**src/rtl/imm_decode_ctrl_if.sv**
```systemverilog
// Fetch-to-decode handshake and head-entry bus for imm_decode_ctrl.
// The slave modport is the controller; the master modport is fetch/execute.
interface imm_decode_ctrl_if #(
    parameter int PC_W   = 32,
    parameter int INST_W = 32
);
    logic              in_valid;
    logic              in_ready;
    logic [INST_W-1:0] in_inst;
    logic [PC_W-1:0]   in_pc;
    logic              out_valid;
    logic              out_ready;
    logic [24:0]       out_imm_src;
    logic [2:0]        out_imm_sel;
    logic [INST_W-1:0] out_inst;
    logic [PC_W-1:0]   out_pc;
    logic              out_illegal;

    modport master (
        output in_valid, in_inst, in_pc, out_ready,
        input  in_ready, out_valid, out_imm_src, out_imm_sel, out_inst, out_pc, out_illegal
    );

    modport slave (
        input  in_valid, in_inst, in_pc, out_ready,
        output in_ready, out_valid, out_imm_src, out_imm_sel, out_inst, out_pc, out_illegal
    );
endinterface

```
**src/rtl/imm_decode_ctrl.sv**
```systemverilog
// Decode-stage controller: 2-entry skid FIFO feeding the RV32I sign-extend unit.
// Optional ILLEGAL_DET_EN adds a per-entry illegal-opcode flag on out_illegal.
module imm_decode_ctrl #(
    parameter int PC_W   = 32,
    parameter int INST_W = 32
) (
    input  logic                  clk,
    input  logic                  rst,
    input  logic                  flush,
    imm_decode_ctrl_if.slave      bus
);
    localparam logic [1:0] EMPTY = 2'd0;
    localparam logic [1:0] ONE   = 2'd1;
    localparam logic [1:0] FULL  = 2'd2;

    logic [1:0]        count;
    logic [1:0]        count_nxt;
    logic              wr_ptr;
    logic              rd_ptr;
    logic              in_ready_q;
    logic              out_valid;
    logic              push;
    logic              pop;

    logic [INST_W-1:0] mem_inst [2];
    logic [PC_W-1:0]   mem_pc   [2];
    logic [2:0]        mem_sel  [2];
`ifdef ILLEGAL_DET_EN
    logic              mem_ill  [2];
`endif

    function automatic logic [2:0] imm_sel_of(input logic [INST_W-1:0] inst);
        logic [2:0] sel;
        case (inst[6:0])
            7'b0000011, 7'b1100111: sel = 3'd0;
            7'b0010011: begin
                case (inst[14:12])
                    3'b011:         sel = 3'd1;
                    3'b001, 3'b101: sel = 3'd2;
                    default:        sel = 3'd0;
                endcase
            end
            7'b0100011:             sel = 3'd3;
            7'b1100011:             sel = 3'd4;
            7'b0110111, 7'b0010111: sel = 3'd5;
            7'b1101111:             sel = 3'd6;
            default:                sel = 3'd7;
        endcase
        return sel;
    endfunction

`ifdef ILLEGAL_DET_EN
    function automatic logic illegal_of(input logic [INST_W-1:0] inst);
        logic ill;
        case (inst[6:0])
            7'b0000011, 7'b0010011, 7'b0100011, 7'b0110011, 7'b1100011, 7'b1100111,
            7'b1101111, 7'b0110111, 7'b0010111, 7'b0001111, 7'b1110011: ill = 1'b0;
            default:                                                    ill = 1'b1;
        endcase
        return ill;
    endfunction
`endif

    assign out_valid = (count != EMPTY);
    assign push      = bus.in_valid & in_ready_q;
    assign pop       = out_valid & bus.out_ready;

    // A FULL FIFO never sees push, since in_ready_q already dropped the cycle it filled.
    always_comb begin
        count_nxt = count;
        if (flush)
            count_nxt = EMPTY;
        else if (push && !pop)
            count_nxt = count + ONE;
        else if (pop && !push)
            count_nxt = count - ONE;
    end

    always_ff @(posedge clk or posedge rst) begin
        if (rst) begin
            count      <= EMPTY;
            wr_ptr     <= 1'b0;
            rd_ptr     <= 1'b0;
            in_ready_q <= 1'b0;
        end else begin
            count      <= count_nxt;
            in_ready_q <= (count_nxt != FULL);
            if (flush) begin
                wr_ptr <= 1'b0;
                rd_ptr <= 1'b0;
            end else begin
                if (push)
                    wr_ptr <= ~wr_ptr;
                if (pop)
                    rd_ptr <= ~rd_ptr;
            end
        end
    end

    always_ff @(posedge clk or posedge rst) begin
        if (rst) begin
            mem_inst <= '{default: '0};
            mem_pc   <= '{default: '0};
            mem_sel  <= '{default: '0};
`ifdef ILLEGAL_DET_EN
            mem_ill  <= '{default: '0};
`endif
        end else if (push && !flush) begin
            mem_inst[wr_ptr] <= bus.in_inst;
            mem_pc[wr_ptr]   <= bus.in_pc;
            mem_sel[wr_ptr]  <= imm_sel_of(bus.in_inst);
`ifdef ILLEGAL_DET_EN
            mem_ill[wr_ptr]  <= illegal_of(bus.in_inst);
`endif
        end
    end

    assign bus.in_ready    = in_ready_q;
    assign bus.out_valid   = out_valid;
    assign bus.out_inst    = mem_inst[rd_ptr];
    assign bus.out_imm_src = mem_inst[rd_ptr][31:7];
    assign bus.out_imm_sel = mem_sel[rd_ptr];
    assign bus.out_pc      = mem_pc[rd_ptr];
`ifdef ILLEGAL_DET_EN
    assign bus.out_illegal = mem_ill[rd_ptr];
`else
    assign bus.out_illegal = 1'b0;
`endif

endmodule

```
**src/flat_wrapper.sv**
```systemverilog
// flat-port wrapper written by rule: the top's interface ports become plain ports
module imm_decode_ctrl_flat 
#(
    parameter int PC_W   = 32,
    parameter int INST_W = 32
)
  (clk, rst, flush, bus_in_valid, bus_in_inst, bus_in_pc, bus_out_ready, bus_in_ready, bus_out_valid, bus_out_imm_src, bus_out_imm_sel, bus_out_inst, bus_out_pc, bus_out_illegal);
  imm_decode_ctrl_if #(.PC_W(PC_W), .INST_W(INST_W)) bus_i ();
  input  logic clk;
  input  logic rst;
  input  logic flush;
  input wire logic [$bits(bus_i.in_valid)-1:0] bus_in_valid;
  input wire logic [$bits(bus_i.in_inst)-1:0] bus_in_inst;
  input wire logic [$bits(bus_i.in_pc)-1:0] bus_in_pc;
  input wire logic [$bits(bus_i.out_ready)-1:0] bus_out_ready;
  output wire logic [$bits(bus_i.in_ready)-1:0] bus_in_ready;
  output wire logic [$bits(bus_i.out_valid)-1:0] bus_out_valid;
  output wire logic [$bits(bus_i.out_imm_src)-1:0] bus_out_imm_src;
  output wire logic [$bits(bus_i.out_imm_sel)-1:0] bus_out_imm_sel;
  output wire logic [$bits(bus_i.out_inst)-1:0] bus_out_inst;
  output wire logic [$bits(bus_i.out_pc)-1:0] bus_out_pc;
  output wire logic [$bits(bus_i.out_illegal)-1:0] bus_out_illegal;
  assign bus_i.in_valid = bus_in_valid;
  assign bus_i.in_inst = bus_in_inst;
  assign bus_i.in_pc = bus_in_pc;
  assign bus_i.out_ready = bus_out_ready;
  assign bus_in_ready = bus_i.in_ready;
  assign bus_out_valid = bus_i.out_valid;
  assign bus_out_imm_src = bus_i.out_imm_src;
  assign bus_out_imm_sel = bus_i.out_imm_sel;
  assign bus_out_inst = bus_i.out_inst;
  assign bus_out_pc = bus_i.out_pc;
  assign bus_out_illegal = bus_i.out_illegal;
  imm_decode_ctrl #(.PC_W(PC_W), .INST_W(INST_W)) u_core (.clk(clk), .rst(rst), .flush(flush), .bus(bus_i));
endmodule
```
**config.mk**
```make
export PLATFORM = sky130hd
export DESIGN_NAME = imm_decode_ctrl_flat
export DESIGN_NICKNAME = d
export VERILOG_FILES = /design/src/rtl/imm_decode_ctrl_if.sv /design/src/rtl/imm_decode_ctrl.sv /design/src/flat_wrapper.sv
export SDC_FILE = /design/constraint.sdc
export NUM_CORES = 1
export LEC_CHECK = 0
export ABC_AREA = 1
export BUFFER_PORTS_ARGS = -buffer_cell sky130_fd_sc_hd__buf_4
export CAP_MARGIN = 20
export CORE_ASPECT_RATIO = 0.8
export CORE_MARGIN = 8
export CORE_UTILIZATION = 45
export DETAILED_ROUTE_END_ITERATION = 7
export GPL_TIMING_DRIVEN = 0
export PLACE_DENSITY = 0.72
export SYNTH_ARGS = -nofsm -noshare
export SYNTH_HDL_FRONTEND = slang
export SYNTH_SLANG_ARGS = --single-unit
```
**constraint.sdc**
```tcl
create_clock -name clk -period 4.1 [get_ports clk]
set_clock_uncertainty 0.2 [all_clocks]
set_input_delay 0.205 -clock clk [delete_from_list [all_inputs] [get_ports clk]]
set_output_delay 0.205 -clock clk [all_outputs]
set_load 0.01 [all_outputs]
```
==> impl_results.md, run 1 <==
* Status: completed
* Fmax at 0.413 GHz
* Fin nets at 1,140
* Final Hold Viols at 0
* Antenna violations before repair at 0
* VDD IR max at 374 uV
* Adder-Cell Fraction of Synth Area at 0.00194
* RR Endpoint: u_core.mem_inst[32]$_DFFE_PP0P_
* Simple-gate portion of the synthesized area at 0.229
* Clock sinks at 139
* Arrival @ worst endpoint at 2020 ps
* Multi-input logic area at 0.00220 sq mm
* Avg WL per Cell at 14.6 um
* First-pass GRT wire length at between 20,000 and 30,000 um
* Fill count at around 1,200
* Layout cell share with drive strength beyond 1 at 0.239
* Critical path class: reg -> out
* CTS Buf Count at 17
* Final Cell Area at 0.00922 sq mm
* Total die area at 0.0184 sq mm
* Die W at 150 um
* Critical Path RT at 3690 ps
* I/O Buffers at between 150 and 200
* Yosys warns at 0
* Largest family of logic cells by synthesized area: simple AND/OR/NAND/NOR gates
* EDFF count, synth at 0
* Post-synthesis mux area share at 0
* PostCTS Resize Cnt at 0
* Slew margin rel. at 0.435
* Rows at 39
* Vias post-DR at 5,994
* Post-synthesis sequential area ratio at 0.540
* Hold path startpoint: bus_in_valid
* Max cap viols at 0
* Post-Synth XOR/XNOR Area at 0
* Worst-margin pin slew at about 850 ps
* HP Class: in -> reg
* Most common cell in the synthesized netlist: nand2_1
* Top cell type's share of synthesized area at 0.540
* Initial Util at 0.455
* Crit start category: register
* Ys flop type: dfrtp_1
* Vias/cell at 4.73
* Iter 0 DRT Violations at 378
* Final Wtd Congestion at 0.799
* Setup violators final at 0
* Worst R2R Start: u_core.bus.in_ready$_DFF_PP0_
* Mapped Cells at 819
* Hold worst-path end: u_core.wr_ptr$_DFFE_PP0P_
* Unique cell type count in the Yosys netlist at 21
* R2r worst-path depth at 5
* Max Root-Sink Buffers at 2
* Root buffer cell: clkbuf_16
* Total wire length at approximately 18,000 um
* Post-synth ARST share at 1.00
* Largest fanout on the critical path at 10
* Final TNS setup at 0 ps
* Cell taking the most area after synthesis: dfrtp_1
* Synthesized area at approximately 0.0064 sq mm
* Fin crit share at 0.590
* Final ANT Viol Nets at 0
* Post-DP HPWL at 12,800 um
* DP Area at ~0.0079 sq mm
* Number of diodes at 0
* GR Util All Layers at 0.206
* Post-CTS setup buffer count at 0
* Worst Setup End Kind: output pin
* Worst Hold Path Cells at 4
* Residual DRC count at 0
* Area Growth Syn to Fin at 43.2%
* Synth top area cells: dfrtp_1, nand2_1, o21ai_0
* R2R setup slack at approximately 2400 ps
* Synthesized area per cell at 7.86 sq um
* Post-synthesis compound-gate area fraction at 0.110
* H-tree levels at 4
* Sequential cell area at 0.00348 sq mm
* Top cells by instance count after synthesis: nand2_1, dfrtp_1, o21ai_0, inv_1, buf_4
* RSZ-0062 raised after global routing: false
* Vias in the first global route at 6,007
* Min Tclk post-route at 2420 ps
* Syn_nets at approximately 900
* DRT Pass-1 Iters at 5
* I/O pin cnt at 164
* Post-synthesis register bit count at 139
* Core area at about 0.014 sq mm
* Largest net degree at the start of global routing at 41
* DIE HEIGHT at 123 um
* Clock latency on the worst-skew pair at between 400 and 500 ps
* Count of pins over their slew limit at 0
* Worst-path clk slew at 60 ps
* GRT Residual Overflow at 0
* P_leak at between 4 and 5 nW
* CTS tree: yes
* Power per cell area at 727 mW/mm^2
[metrics by stage]
step | power (W) | setup WS (ps) | hold slack, ps | cells | utilization
finish | 0.00670 | 1680 | 51.0 | 1266 | 0.651
global route | 0.00717 | 1570 | 76.7 | 1266 | 0.651
CTS | 0.00673 | 1680 | 36.1 | 1266 | 0.651
detailed placement | 0.00509 | 2180 | 207 | 1168 | 0.562
global placement | 0.00502 | 1020 | 218 | 1165 | 0.557
floorplan | 0.00379 | 1960 | 78.4 | 819 | -
[final cells by class]
cell class / count / share of cell area
sequential: 139 / 0.377
multi-input combinational: 530 / 0.238
timing repair buffer: 232 / 0.211
clock buffer: 20 / 0.0495
buffer: 68 / 0.0490
inverter: 82 / 0.0338
tap: 184 / 0.0250
clock inverter: 11 / 0.0156
[registers in the layout, indices dropped and copies added, names as in the netlist]
register / flops
u_core.mem_sel: 6
u_core.wr_ptr: 1
u_core.bus.in_ready: 1
u_core.count: 2
u_core.rd_ptr: 1
u_core.mem_inst: 64
u_core.mem_pc: 64
[worst max-delay path, stage by stage, from the launching register on]
cell and delay [ps]:
dfrtp_1 350, buf_2 190, inv_2 210, buf_1 440, nand2_1 120, nand2_1 140, buf_4 140
[logic make-up (layout without fill, tap and decap cells)]
kind of cell	count (synthesis)	after routing
and+or+nand+nor	387	387
buffers and inverters	150	413
AOI/OAI and AO/OA	141	141
DFF	139	139
adders and majority gates	1	1
other	1	1
[timing repair]
item | CTS | global route
endpoints found under the setup margin | 0 | 0
endpoints found under the hold margin | 164 | 0
hold buffers | 67 | 0
[worst max path at each step]
| stage | cells after the start | endpoint | startpoint | slack (ps) |
|---|---|---|---|---|
| floorplan | 1 | u_core.bus.in_ready$_DFF_PP0_ | rst | 1960 |
| global placement | 2 | u_core.mem_inst[57]$_DFFE_PP0P_ | rst | 1020 |
| detailed placement | 6 | bus_out_imm_sel[0] | u_core.rd_ptr$_DFFE_PP0P_ | 2180 |
| CTS | 6 | bus_out_inst[0] | u_core.rd_ptr$_DFFE_PP0P_ | 1680 |
| global route | 6 | bus_out_inst[0] | u_core.rd_ptr$_DFFE_PP0P_ | 1570 |
| finish | 6 | bus_out_inst[0] | u_core.rd_ptr$_DFFE_PP0P_ | 1680 |
[metal layers]
| layer | vias to the layer above | wire length, um | share of wire | global-route usage |
|---|---|---|---|---|
| met2 | 161 | 8720 | 0.47 | 0.327 |
| li1 | 2988 | - | - | - |
| met1 | 2828 | 8340 | 0.45 | 0.273 |
| met3 | 17 | 1180 | 0.064 | 0.0505 |
| met5 | - | 0 | 0 | 0 |
| met4 | 0 | 212 | 0.011 | 0.0710 |
[power breakdown]
part / leakage [nW] / internal, W / total [W] / switching [W]
Combinational: 2.84 / 0.00135 / 0.00283 / 0.00149
Sequential: 1.73 / 0.00201 / 0.00230 / 0.000287
Clock: 0.284 / 0.000983 / 0.00157 / 0.000588
[cell usage in the layout, fill, tap and decap left out, drive strengths merged]
master       netlist  routed
dlygate4sd3        0      67
o21ai            137     137
nor2              20      20
clkinvlp           0       5
inv               82      82
o31ai              1       1
a21oi              3       3
nand2            362     362
clkinv             0       3
ha                 1       1
nand3              2       2
bufinv             0       3
dfrtp            139     139
buf               58     223
nor3               3       3
conb               1       1
clkbuf            10      30
Power figures use the tool's default switching activity.
==> run 2: changes to the inputs <==
PLACE_DENSITY = 0.69   (was 0.72)
clock period = 2.3 ns   (was 4.1 ns; I/O delays follow)
==> impl_results.md, run 2 (synthesis results as in run 1) <==
* Status: completed
* Commonest cells after routing, fill and taps aside: nand2_1, buf_4, dfrtp_1, o21ai_0, inv_1
* Top flop regs: u_core.mem_inst (64), u_core.mem_pc (64), u_core.mem_sel (6)
* H-tree levels at 4 (unchanged)
* Sw Ratio at 0.354 (+0.00186)
* Residual DRC count at 0 (unchanged)
* Rows at 39 (unchanged)
* CP bufs+invs at 4 (unchanged)
* Antenna violations before repair at 0 (unchanged)
* Clock sinks at 139 (unchanged)
* Max cap viols at 0 (unchanged)
* Final ANT Viol Nets at 0 (unchanged)
* Share of power burned in registers at 0.351 (+0.008)
* CTS Buf Count at 17 (unchanged)
* Combinational cell fraction of total power at 0.436 (+0.013)
* Min Tclk post-route at between 2000 and 2500 ps
* R2r worst-path depth at 5 (unchanged)
* Avg WL per Cell at 15.0 um (+2.7%)
* Final TNS setup at 0 ps (unchanged)
* Initial Util at 0.455 (unchanged)
* Sequential cell area at 0.00348 sq mm (unchanged)
* Power per cell area at 1270 mW/mm^2 (+75%)
* Max Root-Sink Buffers at 2 (unchanged)
* P_leak at 4.87 nW (+0.27%)
* Fin nets at 1,142 (+0.18%)
* Final Wtd Congestion at 0.805 (+0.74%)
* Final Cell Area at 0.00919 sq mm (-0.35%)
* CTS tree: yes
* Hold slack at 122 ps (+70.7 ps)
* Crit-path max cell delay at 430 ps (about the same)
* Slowest CP cell: o21ai_0
* RSZ-0062 raised after global routing: false
* Root buffer cell: clkbuf_16
* Total die area at 0.0184 sq mm (unchanged)
* VDD IR max at 717 uV (+92%)
* Vias/cell at 4.79 (+1.2%)
* Largest net degree at the start of global routing at 34 (-17%)
* Critical Path RT at 1990 ps (-1700 ps)
* DRT Pass-1 Iters at 5 (unchanged)
* Vias post-DR at 6,065 (+1.2%)
* First-pass GRT wire length at 30,800 um (+2.7%)
* Critical path class: reg -> out
* I/O pin cnt at 164 (unchanged)
* Critical-path cell list: buf_2, buf_2, o21ai_0, buf_4, buf_4
* Clock power frac at 0.214 (-0.020)
* Layout cell share with drive strength beyond 1 at 0.241 (+0.00207)
* Multi-input logic area at 0.00220 sq mm (unchanged)
* Crit start category: register
* NetSw at 0.00414 W (+75%)
* GR Util All Layers at 0.211 (+0.00515)
* Cell-internal power at 0.00755 W (+74%)
* Final Hold Viols at 0 (unchanged)
* Area Growth Syn to Fin at 42.7%
* Count of pins over their slew limit at 0 (unchanged)
* Total power draw at 0.0117 W (+74%)
* Slew margin rel. at 0.612 (+0.177)
* Setup violators final at 0 (unchanged)
* GRT Residual Overflow at 0 (unchanged)
* Vias in the first global route at 6,141 (+2.2%)
* HP Class: in -> async
* Core area at 0.0142 sq mm (unchanged)
* Post-DP HPWL at 13,200 um (+2.8%)
* Fin crit share at 0.960
* Iter 0 DRT Violations at 304 (-20%)
* Worst Setup End Kind: output pin
* Fill count at 1,230 (+0.65%)
* Worst-margin pin slew at 581 ps (-265 ps)
* Commonest non-fill, non-tap cell in the layout: nand2_1
* Crit path depth at 5 (-1)
* Kind of cell adding the most delay to the critical path: buffers and inverters
* Total wire length at 18,900 um (+2.7%)
* Largest fanout on the critical path at 10 (unchanged)
* DIE HEIGHT at 123 um (unchanged)
* Worst-path clk slew at 50 ps (about the same)
* DP Area at 0.00797 sq mm (+0.25%)
* Fmax at about 0.45 GHz
* Final cell count without fillers at 1,266 (unchanged)
* Die W at 150 um (unchanged)
* Post-CTS setup buffer count at 0 (unchanged)
* Cell count after placement at 1,169 (+0.086%)
* Clock latency on the worst-skew pair at 410 ps (about the same)
* I/O Buffers at 162 (unchanged)
* Arrival @ worst endpoint at 1890 ps (-130 ps)
run 2: cell count changes in the layout (fill, tap and decap cells not counted), moves of 2 or more:
cell and change:
clkbuf_2 +8, buf_1 -4, clkinvlp_4 -4, bufinv_16 -2
run 2: cell type report:
class,instances,area share
sequential,139,0.379
multi-input combinational,530,0.239
timing repair buffer,234,0.215
clock buffer,25,0.0529
buffer,68,0.0503
inverter,82,0.0339
tap,184,0.0251
clock inverter,3,0.00436
antenna,1,0.000272
run 2: metal layers:
layer / wire (um) / vias up / GRT usage
met5: 0 / - / 0
met4: 178 / 0 / 0.0642
met3: 1240 / 21 / 0.0494
met2: 9010 / 166 / 0.344
met1: 8510 / 2891 / 0.278
li1: - / 2987 / -
run 2: worst reg2reg max path, cell delays in order (launching register included):
cell and delay (ps):
dfrtp_1 370, nand2_1 170, nor3_2 80, inv_2 140, clkbuf_1 450, o21ai_0 160
run 2: metrics by stage:
stage                     worst slack [ps]  utilization
final                                 93.1        0.649
after global placement                -682        0.557
after global routing                  2.86        0.649
after floorplan                        250            -
after detailed placement               456        0.563
after CTS                             12.9        0.648
run 2: worst paths after layout:
path | startpoint | slack (ps) | endpoint
max | u_core.rd_ptr$_DFFE_PP0P_ | 90 | bus_out_inst[9]
min | rst | 120 | u_core.bus.in_ready$_DFF_PP0_
max reg2reg | u_core.bus.in_ready$_DFF_PP0_ | 600 | u_core.mem_pc[60]$_DFFE_PP0P_
min reg2reg | u_core.mem_pc[1]$_DFFE_PP0P_ | 270 | u_core.mem_pc[1]$_DFFE_PP0P_
max in group asynchronous | rst | 1010 | u_core.mem_pc[26]$_DFFE_PP0P_
min in group clk | bus_in_inst[24] | 250 | u_core.mem_inst[24]$_DFFE_PP0P_
run 2: power by group through the flow:
stage	Combinational [W]	Sequential, W	Clock [W]
6_report	0.00509	0.00410	0.00250
5_1_grt	0.00566	0.00423	0.00264
4_1_cts	0.00512	0.00409	0.00252
3_5_place_dp	0.00499	0.00411	0
3_3_place_gp	0.00489	0.00408	0
2_1_floorplan	0.00276	0.00400	0
run 2: what timing repair did:
action | CTS | global route
gates resized for setup | 0 | 12
setup endpoints to repair | 0 | 39
hold endpoints to repair | 213 | 0
hold buffers | 68 | 0
